<file path="src/rtl/fifo_sync_param_if.sv">
// Handshake bundle between a producer/consumer pair and fifo_sync_param.
// The master side drives write/read requests; the slave side is the FIFO itself.
interface fifo_sync_param_if #(
  parameter int DATA_WIDTH = 8,
  parameter int DEPTH      = 16
);
  localparam int ADDR_WIDTH = $clog2(DEPTH);

  logic                  w_en;
  logic [DATA_WIDTH-1:0] wdata;
  logic                  r_en;
  logic [DATA_WIDTH-1:0] rdata;
  logic                  rvalid;
  logic                  full;
  logic                  empty;
  logic                  almost_full;
  logic                  almost_empty;
  logic [ADDR_WIDTH:0]   count;
  logic                  overflow;
  logic                  underflow;

  modport master (
    output w_en, wdata, r_en,
    input  rdata, rvalid, full, empty, almost_full, almost_empty,
           count, overflow, underflow
  );

  modport slave (
    input  w_en, wdata, r_en,
    output rdata, rvalid, full, empty, almost_full, almost_empty,
           count, overflow, underflow
  );
endinterface

</file>
<file path="src/rtl/fifo_sync_param.sv">
// Parametrised single-clock FIFO (any depth) with count, threshold flags and error pulses.
// Define FIFO_FWFT_EN for first-word-fall-through reads; default is a registered 1-cycle read.
module fifo_sync_param #(
  parameter int DATA_WIDTH = 8,
  parameter int DEPTH      = 16,
  parameter int AF_THRESH  = DEPTH - 2,
  parameter int AE_THRESH  = 2,
  localparam int ADDR_WIDTH = $clog2(DEPTH)
) (
  input logic              clk,
  input logic              rst,
  fifo_sync_param_if.slave bus
);
  localparam logic [ADDR_WIDTH-1:0] PTR_LAST = ADDR_WIDTH'(DEPTH - 1);
  localparam logic [ADDR_WIDTH:0]   CNT_FULL = (ADDR_WIDTH+1)'(DEPTH);
  localparam logic [ADDR_WIDTH:0]   CNT_AF   = (ADDR_WIDTH+1)'(AF_THRESH);
  localparam logic [ADDR_WIDTH:0]   CNT_AE   = (ADDR_WIDTH+1)'(AE_THRESH);

  logic [DATA_WIDTH-1:0] mem_r [DEPTH];
  logic [ADDR_WIDTH-1:0] w_ptr_r;
  logic [ADDR_WIDTH-1:0] r_ptr_r;
  logic [ADDR_WIDTH:0]   count_r;
  logic [ADDR_WIDTH:0]   count_nxt_s;
  logic                  full_r;
  logic                  empty_r;
  logic                  af_r;
  logic                  ae_r;
  logic                  overflow_r;
  logic                  underflow_r;
  logic                  wr_acc_s;
  logic                  rd_acc_s;

  // Pointers wrap explicitly so non-power-of-two depths never index past the array.
  function automatic logic [ADDR_WIDTH-1:0] ptr_inc(input logic [ADDR_WIDTH-1:0] p);
    logic [ADDR_WIDTH-1:0] n;
    if (p == PTR_LAST) begin
      n = '0;
    end else begin
      n = p + 1'b1;
    end
    return n;
  endfunction

  assign wr_acc_s = bus.w_en & ~full_r;
  assign rd_acc_s = bus.r_en & ~empty_r;

  // Next occupancy from the accepted requests
  always_comb begin
    count_nxt_s = count_r;
    if (wr_acc_s && !rd_acc_s) begin
      count_nxt_s = count_r + 1'b1;
    end else if (rd_acc_s && !wr_acc_s) begin
      count_nxt_s = count_r - 1'b1;
    end else begin
      count_nxt_s = count_r;
    end
  end

  // Pointers, occupancy, flags (decoded from the next count) and error pulses
  always_ff @(posedge clk or posedge rst) begin
    if (rst) begin
      w_ptr_r     <= '0;
      r_ptr_r     <= '0;
      count_r     <= '0;
      full_r      <= 1'b0;
      empty_r     <= 1'b1;
      af_r        <= (CNT_AF == '0);
      ae_r        <= 1'b1;
      overflow_r  <= 1'b0;
      underflow_r <= 1'b0;
    end else begin
      if (wr_acc_s) begin
        w_ptr_r <= ptr_inc(w_ptr_r);
      end
      if (rd_acc_s) begin
        r_ptr_r <= ptr_inc(r_ptr_r);
      end
      count_r     <= count_nxt_s;
      full_r      <= (count_nxt_s == CNT_FULL);
      empty_r     <= (count_nxt_s == '0);
      af_r        <= (count_nxt_s >= CNT_AF);
      ae_r        <= (count_nxt_s <= CNT_AE);
      overflow_r  <= bus.w_en & full_r;
      underflow_r <= bus.r_en & empty_r;
    end
  end

  // Storage array; contents survive reset
  always_ff @(posedge clk) begin
    if (wr_acc_s) begin
      mem_r[w_ptr_r] <= bus.wdata;
    end
  end

`ifdef FIFO_FWFT_EN
  // Head word is presented combinationally; r_en only acknowledges it.
  assign bus.rdata  = mem_r[r_ptr_r];
  assign bus.rvalid = ~empty_r;
`else
  logic [DATA_WIDTH-1:0] rdata_r;
  logic                  rvalid_r;

  // Registered read port; rdata holds between accepted reads
  always_ff @(posedge clk or posedge rst) begin
    if (rst) begin
      rdata_r  <= '0;
      rvalid_r <= 1'b0;
    end else begin
      if (rd_acc_s) begin
        rdata_r <= mem_r[r_ptr_r];
      end
      rvalid_r <= rd_acc_s;
    end
  end

  assign bus.rdata  = rdata_r;
  assign bus.rvalid = rvalid_r;
`endif

  assign bus.count        = count_r;
  assign bus.full         = full_r;
  assign bus.empty        = empty_r;
  assign bus.almost_full  = af_r;
  assign bus.almost_empty = ae_r;
  assign bus.overflow     = overflow_r;
  assign bus.underflow    = underflow_r;
endmodule
</file>
<file path="src/flat_wrapper.sv">
// flat-port wrapper written by rule: the top's interface ports become plain ports
module fifo_sync_param_flat 
#(
  parameter int DATA_WIDTH = 8,
  parameter int DEPTH      = 16,
  parameter int AF_THRESH  = DEPTH - 2,
  parameter int AE_THRESH  = 2,
  localparam int ADDR_WIDTH = $clog2(DEPTH)
)
  (clk, rst, bus_w_en, bus_wdata, bus_r_en, bus_rdata, bus_rvalid, bus_full, bus_empty, bus_almost_full, bus_almost_empty, bus_count, bus_overflow, bus_underflow);
  fifo_sync_param_if #(.DATA_WIDTH(DATA_WIDTH), .DEPTH(DEPTH)) bus_i ();
  input logic clk;
  input logic rst;
  input wire logic [$bits(bus_i.w_en)-1:0] bus_w_en;
  input wire logic [$bits(bus_i.wdata)-1:0] bus_wdata;
  input wire logic [$bits(bus_i.r_en)-1:0] bus_r_en;
  output wire logic [$bits(bus_i.rdata)-1:0] bus_rdata;
  output wire logic [$bits(bus_i.rvalid)-1:0] bus_rvalid;
  output wire logic [$bits(bus_i.full)-1:0] bus_full;
  output wire logic [$bits(bus_i.empty)-1:0] bus_empty;
  output wire logic [$bits(bus_i.almost_full)-1:0] bus_almost_full;
  output wire logic [$bits(bus_i.almost_empty)-1:0] bus_almost_empty;
  output wire logic [$bits(bus_i.count)-1:0] bus_count;
  output wire logic [$bits(bus_i.overflow)-1:0] bus_overflow;
  output wire logic [$bits(bus_i.underflow)-1:0] bus_underflow;
  assign bus_i.w_en = bus_w_en;
  assign bus_i.wdata = bus_wdata;
  assign bus_i.r_en = bus_r_en;
  assign bus_rdata = bus_i.rdata;
  assign bus_rvalid = bus_i.rvalid;
  assign bus_full = bus_i.full;
  assign bus_empty = bus_i.empty;
  assign bus_almost_full = bus_i.almost_full;
  assign bus_almost_empty = bus_i.almost_empty;
  assign bus_count = bus_i.count;
  assign bus_overflow = bus_i.overflow;
  assign bus_underflow = bus_i.underflow;
  fifo_sync_param #(.DATA_WIDTH(DATA_WIDTH), .DEPTH(DEPTH), .AF_THRESH(AF_THRESH), .AE_THRESH(AE_THRESH)) u_core (.clk(clk), .rst(rst), .bus(bus_i));
endmodule
</file>
<file path="config.mk">
export PLATFORM = sky130hd
export DESIGN_NAME = fifo_sync_param_flat
export DESIGN_NICKNAME = d
export VERILOG_FILES = /design/src/rtl/fifo_sync_param_if.sv /design/src/rtl/fifo_sync_param.sv /design/src/flat_wrapper.sv
export SDC_FILE = /design/constraint.sdc
export NUM_CORES = 1
export LEC_CHECK = 0
export BUFFER_PORTS_ARGS = -buffer_cell sky130_fd_sc_hd__buf_2
export CAP_MARGIN = 20
export CORE_MARGIN = 3
export CORE_UTILIZATION = 26
export CTS_CLUSTER_SIZE = 28
export DETAILED_ROUTE_END_ITERATION = 7
export SLEW_MARGIN = 20
export SYNTH_ARGS = -nofsm -noshare
export SYNTH_HDL_FRONTEND = slang
export SYNTH_SLANG_ARGS = --single-unit
</file>
<file path="constraint.sdc">
create_clock -name clk -period 2.1 [get_ports clk]
set_input_delay 0.21 -clock clk [delete_from_list [all_inputs] [get_ports clk]]
set_output_delay 0.21 -clock clk [all_outputs]
set_load 0.02 [all_outputs]
</file>
==> out/qor.yml, run 1 <==
wirelength_um: 13900
fin_nets: 432
worst_ep_required_time_ns: 2.18
p_total_w: 0.0101
synth_top_family_by_area: "multiplexers"
r2r_start: "u_core.bus.full"
fin_crit_sh_pct: 93.4
avgSynthCellArea_sq_um: 17.1
max-clock-path-buffers: 2
drive_above_1_share_pct: 24.2
std_cell_rows: 56
tightest_slew_ns: 0.535
setup_tns_ns: 0
synth-simple-area-share_pct: 7.19
grt_pass1_vias: 3536
finalWeightedCongestion: 0.807
num_vias: 3374
yosysTopAreaCellShare_pct: 60.7
outcome: "completed"
min_period_ns: 1.96
synth_xor_area_share_pct: 1.36
dp_hpwl_um: 9510
dieArea_sq_mm: 0.0263
cts_tree: "yes"
yosysUniqueCellTypes: 47
ys_async_sr_fraction_pct: 17.9
cts-buffers-inserted: 17
die_w_um: 162
drv_slew: 0
fin_skew_ns: 0.00758
slew_headroom_pct: 64.3
post-cts-setup-buffers: 0
clock_latency_ns: 0.42
hp-start: "bus_w_en"
synth_enable_flop_cells: 128
cp_max_fo: 8
via_per_inst: 4.53
core_sq_mm: 0.0237
grt_util_all_layers_pct: 10.9
ant_nets: 0
firstDrtPassIters: 5
maxCapViolCount: 0
ys_ff_latch: 156
synth_flop_cell: "edfxtp_1"
yosysTopAreaCell: "edfxtp_1"
fmax_ghz: 0.510
setup_viol: 0
syn-num-nets: 389
cts_sinks: 156
cellPowerDensity_mw_per_mm2: 1360
antenna_found_initial: 0
arrival_ns: 2.04
netlist_instances: 370
worst_setup_path_end_kind: "flop"
rsz0062_at_grt: "no"
die_y_um: 162
peakVddDrop_mv: 0.650
io_buffers: 31
synthMuxAreaShare_pct: 9.66
fin_util_pct: 31.6
clockRootBuffer: "clkbuf_16"
drtIter0Drc: 306
io_pins: 32
cts_max_level: 4
p_leak_nw: 2.57
min_path_type: "in2reg"
clk_pin_slew_ns: 0.06
crit_path_start_kind: "flop"
n_antenna_cell: 0
synth_area_leaders: "edfxtp_1, dfrtp_1, mux4_2"
wl_per_cell_um: 18.6
r2r_slack_ns: 0.14
synthAdderAreaFrac_pct: 1.38
grt_overflow: 0
synth_compound_area_share_pct: 6.84
synth_seq_area_share_pct: 71.8
area_growth_pct: 18.1
drc: 0
grt_max_degree: 40
yosysMostFrequentCell: "edfxtp_1"
finalHoldViolCount: 0
cp-startpoint: "u_core.bus.full"
initial_core_util_pct: 26.7
syn_area_sq_mm: 0.00633
netlist_top_cells_count: "edfxtp_1, dfrtp_1, mux2i_1"
grt_pass1_wl_um: 21300
synth_warnings: 0
critPathKind: "reg2reg"
## final timing paths
path	endpoint	cells after the start
min in group asynchronous	u_core.bus.underflow	4
hold / removal	u_core.bus.overflow	2
setup reg to reg	u_core.mem_r[8][6]	3
max in group asynchronous	u_core.bus.empty	4
hold reg to reg	u_core.bus.rdata[3]	2
setup / recovery	u_core.mem_r[8][6]	3
## placed cells by master (no fill, tap or decap), drive strengths merged, types with 2 or more instances in the layout
| cell type | instances |
|---|---|
| edfxtp | 128 |
| buf | 38 |
| dfrtp | 26 |
| mux2i | 24 |
| clkbuf | 24 |
| and2 | 18 |
| mux4 | 16 |
| a211oi | 16 |
| nor2 | 16 |
| o21ai | 15 |
| a21oi | 11 |
| nor2b | 10 |
| nand2 | 9 |
| o22ai | 8 |
| a31oi | 8 |
| inv | 8 |
| nand3 | 7 |
| ha | 7 |
| clkinv | 5 |
| xnor2 | 5 |
| nor3 | 3 |
| a22oi | 2 |
| and3 | 2 |
| clkinvlp | 2 |
| dfstp | 2 |
| nand2b | 2 |
| a31o | 2 |
| nor4 | 2 |
## registers in the layout, summed over array words and instances (netlist names), 4 cells and up
register and cells:
u_core.mem_r 128, u_core.bus.rdata 8, u_core.bus.count 5, u_core.r_ptr_r 4
u_core.w_ptr_r 4
## metrics by stage
step	hold WS [ns]	area, sq um	std cells	setup WS [ns]
2_1_floorplan	0.274	6330	370	0.380
3_3_place_gp	0.306	6880	712	0.227
3_5_place_dp	0.318	6880	712	0.134
4_1_cts	0.0259	7480	745	0.142
5_1_grt	0.0498	7480	745	0.0404
6_report	0.0408	7480	745	0.139
## where the power goes
part	internal [W]	switching (W)
Sequential	0.00384	0.000309
Combinational	0.00122	0.00182
Clock	0.00179	0.00117
Total	0.00685	0.00330
## metal layers
metal / wire, um / vias up / part of all wire [%] / track usage, %
met5: 0 / - / 0 / 0
met4: 329 / 0 / 2.4 / 3.72
met3: 572 / 25 / 4.1 / 3.29
met2: 6490 / 89 / 47 / 17.2
met1: 6470 / 1727 / 47 / 14.4
li1: - / 1533 / - / -
## worst max-delay path: stages (launching register included)
cell	delay, ns
dfrtp_1	0.41
or2b_4	0.31
nor3b_1	0.48
and2_1	0.43
## layout make-up
| class | instances | area [sq um] |
|---|---|---|
| fill | 2346 | 16200 |
| timing repair buffer | 39 | 243 |
| clock inverter | 8 | 50.0 |
| multi-input combinational | 192 | 1670 |
| clock buffer | 24 | 537 |
| inverter | 7 | 27.5 |
| sequential | 156 | 4550 |
| tap | 319 | 399 |
## kinds of logic after synthesis
family / after synthesis
xor gates and xnor gates: 6
buffers and inverters: 22
DFF: 156
AOI/OAI and AO/OA: 64
adders and majority gates: 7
muxes: 41
and+or+nand+nor: 74
## timing repair
item,CTS,global route
hold buffers,1,0
setup endpoints to repair,0,0
endpoints found under the hold margin,26,0
resized for setup,0,0
Power figures use the tool's default switching activity.
==> run 2: changes to the inputs <==
Settings changed: PLACE_DENSITY_LB_ADDON set to 0.15.
==> out/qor.yml, run 2 (synthesized netlist as in run 1, its figures left out) <==
firstDrtPassIters: 4
grt_overflow: 0
max_stage_delay_ns: 0.53
worst_setup_path_end_kind: "flop"
crit_path_cell_trace: "buf_4 > buf_4 > mux4_2 > o21ai_0 > a31oi_1"
grt_max_degree: 40
setup_viol: 0
setup_tns_ns: 0
fin_skew_ns: 0.0119
cellPowerDensity_mw_per_mm2: 1370
maxCapViolCount: 0
min_period_ns: 1.96
outcome: "completed"
layout_common_cells: "edfxtp_1, buf_2, dfrtp_1, mux2i_1, and2_1"
cts-buffers-inserted: 17
finalHoldViolCount: 0
wirelength_um: 15500
die_y_um: 162
peakVddDrop_mv: 0.627
io_buffers: 31
n_antenna_cell: 0
initial_core_util_pct: 26.7
cts_max_level: 4
crit_path_start_kind: "flop"
via_per_inst: 4.40
drtIter0Drc: 191
placed_cell_area_sq_mm: 0.00699
die_w_um: 162
tightest_slew_ns: 0.618
fin_nets: 443
area_growth_pct: 19.3
fin_util_pct: 31.9
grt_pass1_vias: 3574
std_cell_rows: 56
fmax_ghz: 0.511
design_area_sq_mm: 0.00756
core_sq_mm: 0.0237
pre_cts_ws_ns: 0.124
finalWeightedCongestion: 0.749
grt_pass1_wl_um: 23600
cts_tree: "yes"
max-clock-path-buffers: 2
p_leak_nw: 2.60
dp_hpwl_um: 10700
slew_headroom_pct: 58.7
r2r_slack_ns: 0.14
worst_ep_required_time_ns: 2.38
min_path_type: "in2reg"
dieArea_sq_mm: 0.0263
clockRootBuffer: "clkbuf_16"
cp_slowest_cell: "mux4_2"
cts_sinks: 156
fin_crit_sh_pct: 93.2
io_pins: 32
rsz0062_at_grt: "no"
critPathKind: "reg2reg"
largest_reg_flops: 128
post-cts-setup-buffers: 0
cts-resized-gates: 0
antenna_found_initial: 0
ant_nets: 0
worst_slack_ns: 0.142
drc: 0
grt_util_all_layers_pct: 12.4
whs_ns: 0.0348
regMostFlops: "u_core.mem_r"
layout_commonest_cell: "edfxtp_1"
cp_max_fo: 6
wl_per_cell_um: 20.5
drv_slew: 0
worst-path-buf-inv: 2
cp_top_family: "multiplexers"
arrival_ns: 2.24
drive_above_1_share_pct: 25.6
clock_latency_ns: 0.42
num_vias: 3328
clk_pin_slew_ns: 0.06
crit_path_frequent_cell: "buf_4"
==> run 2: changes by cell type in the layout (fill, tap and decap cells not counted), sizes merged <==
cell / previous run / this run
clkinv: 5 / 6
clkbuf: 24 / 20
clkinvlp: 2 / 5
inv: 8 / 6
buf: 38 / 49
bufinv: 0 / 2
==> run 2: final timing paths <==
| path | from | to | depth (start not counted) |
|---|---|---|---|
| setup / recovery | u_core.r_ptr_r[1] | u_core.bus.rdata[2] | 5 |
| hold / removal | bus_w_en | u_core.bus.overflow | 2 |
| setup reg to reg | u_core.r_ptr_r[1] | u_core.bus.rdata[2] | 5 |
| hold reg to reg | u_core.bus.full | u_core.bus.overflow | 1 |
| max in group asynchronous | rst | u_core.bus.almost_empty | 4 |
| min in group asynchronous | rst | u_core.bus.count[3] | 4 |
==> run 2: layout make-up <==
type	count	area, sq um
Sequential cell	156	4550
Inverter	7	27.5
Fill cell	2381	16100
Clock buffer	20	437
Tap cell	319	399
Multi-Input combinational cell	192	1670
Clock inverter	12	124
Timing Repair Buffer	50	350
==> run 2: metrics by stage <==
stage | total power [W] | cells
5_1_grt | 0.0109 | 756
3_3_place_gp | 0.00752 | 723
3_5_place_dp | 0.00751 | 723
4_1_cts | 0.0105 | 756
6_report | 0.0104 | 756
2_1_floorplan | 0.00631 | 370
==> run 2: per-layer routing <==
| layer | vias to the layer above | track usage, % | part of all wire [%] |
|---|---|---|---|
| met2 | 47 | 19.8 | 48 |
| met4 | 0 | 3.30 | 0.94 |
| met3 | 10 | 2.88 | 3.0 |
| li1 | 1550 | - | - |
| met1 | 1721 | 17.2 | 48 |
| met5 | - | 0 | 0 |
==> run 2: worst reg2reg max path, delay by kind of cell, from the launching register on <==
kind | cells | cell delay [ns]
flops | 1 | 0.46
compound gates | 2 | 0.48
mux | 1 | 0.53
buf+inv | 2 | 0.36
==> run 2: repair_timing <==
item	in CTS	in global routing
hold buffers	1	0
endpoints found under the setup margin	0	0
endpoints found under the hold margin	26	0
==> run 2: power by group <==
part	internal (W)	switching [W]
Clock	0.00174	0.00122
Combinational	0.00129	0.00191
Sequential	0.00384	0.000358
==> run 3: changes to the inputs <==
Settings changed: RECOVER_POWER set to 50, SLEW_MARGIN 20 to 25.
==> out/qor.yml, run 3 (synthesized netlist as in run 1, its figures left out) <==
outcome: "completed"
finalHoldViolCount: 0
p_sw_share_pct: 33.7
wirelength_um: 15500
grt_overflow: 0
initial_core_util_pct: 26.7
antenna_found_initial: 0
cp_max_fo: 6
layout_commonest_cell: "edfxtp_1"
cts_max_level: 4
cts_tree: "yes"
comb_power_share_pct: 30.8
crit_path_start_kind: "flop"
drtIter0Drc: 192
rsz0062_at_grt: "no"
clk_pin_slew_ns: 0.06
clockRootBuffer: "clkbuf_16"
dp_hpwl_um: 10700
setup_viol: 0
fmax_ghz: 0.506
drc: 0
io_pins: 32
fin_skew_ns: 0.0122
crit_path_cell_trace: "buf_4 > buf_4 > mux4_2 > o21ai_0 > a31oi_1"
drv_slew: 0
area_growth_pct: 19.0
grt_pass1_vias: 3574
slew_headroom_pct: 34.1
n_antenna_cell: 0
p_int_w: 0.00685
p_sw_w: 0.00348
grt_pass1_wl_um: 23600
die_w_um: 162
clock_latency_ns: 0.42
arrival_ns: 2.26
ant_nets: 0
io_buffers: 31
setup_tns_ns: 0
num_vias: 3341
layout_common_cells: "edfxtp_1, dfrtp_1, mux2i_1"
fill_cells: 2383
finalWeightedCongestion: 0.749
core_sq_mm: 0.0237
dieArea_sq_mm: 0.0263
cp_slowest_cell: "mux4_2"
tightest_slew_ns: 0.989
cp_top_family: "multiplexers"
grt_max_degree: 40
worst_setup_path_end_kind: "flop"
worst_ep_required_time_ns: 2.38
firstDrtPassIters: 4
worst-path-buf-inv: 2
min_period_ns: 1.98
max_stage_delay_ns: 0.53
fin_nets: 443
p_seq_share_pct: 40.6
peakVddDrop_mv: 0.631
fin_crit_sh_pct: 94.2
largest_reg_flops: 128
drive_above_1_share_pct: 22.2
cts_sinks: 156
maxCapViolCount: 0
p_leak_nw: 2.56
cts-buffers-inserted: 17
min_path_type: "in2reg"
die_y_um: 162
via_per_inst: 4.42
wl_per_cell_um: 20.6
regMostFlops: "u_core.mem_r"
crit_path_frequent_cell: "buf_4"
std_cell_rows: 56
whs_ns: 0.0357
post-cts-setup-buffers: 0
max-clock-path-buffers: 2
grt_util_all_layers_pct: 12.4
p_total_w: 0.0103
pwr-share-clk_pct: 28.6
critPathKind: "reg2reg"
cellPowerDensity_mw_per_mm2: 1370
## run 3: repair_timing
| item | 4_1_cts | 5_1_grt |
|---|---|---|
| hold buffers | 1 | 0 |
| gates resized for setup | 0 | 0 |
| endpoints found under the hold margin | 26 | 0 |
## run 3: worst reg2reg max path, stage by stage (launching register included)
cell and delay [ns]:
dfrtp_1 0.46, buf_4 0.21, buf_4 0.15, mux4_2 0.53, o21ai_0 0.36, a31oi_1 0.14
## run 3: worst paths after layout
kind	cells past startpoint	slack, ns	from	end
max in group asynchronous	4	1.07	rst	u_core.bus.rdata[1]
min	2	0.04	bus_w_en	u_core.bus.overflow
min reg2reg	1	0.56	u_core.bus.full	u_core.bus.overflow
min in group asynchronous	4	0.54	rst	u_core.r_ptr_r[0]
max	5	0.12	u_core.r_ptr_r[1]	u_core.bus.rdata[2]
max reg2reg	5	0.12	u_core.r_ptr_r[1]	u_core.bus.rdata[2]
## run 3: per-stage QoR
step	std cells	instance area [sq um]	util, %	setup WS (ns)
after global placement	723	6990	29.5	0.103
final	756	7540	31.8	0.122
after detailed placement	723	6990	29.5	0.124
after CTS	756	7560	31.9	0.110
after global routing	756	7540	31.8	0.0124
after floorplan	370	6330	-	0.380
## run 3: layer usage
metal | up-vias | global-route usage, % | part of all wire (%)
met2 | 50 | 19.8 | 48
met1 | 1730 | 17.2 | 48
li1 | 1551 | - | -
met5 | - | 0 | 0
met4 | 0 | 3.30 | 1.1
met3 | 10 | 2.88 | 3.1
## run 3: layout make-up
cell class | count | area (sq um) | area share (%)
inverter | 7 | 27.5 | 0.365
sequential | 156 | 4550 | 60.3
clock buffer | 20 | 437 | 5.79
multi-input combinational | 192 | 1670 | 22.2
timing repair buffer | 50 | 330 | 4.38
clock inverter | 12 | 124 | 1.64
tap | 319 | 399 | 5.29
## run 3: power by group through the flow
stage	registers [W]	logic, W	clock network [W]
6_report	0.00420	0.00318	0.00296
5_1_grt	0.00425	0.00347	0.00317
4_1_cts	0.00421	0.00325	0.00300
3_5_place_dp	0.00426	0.00325	0
3_3_place_gp	0.00426	0.00326	0
2_1_floorplan	0.00433	0.00198	0
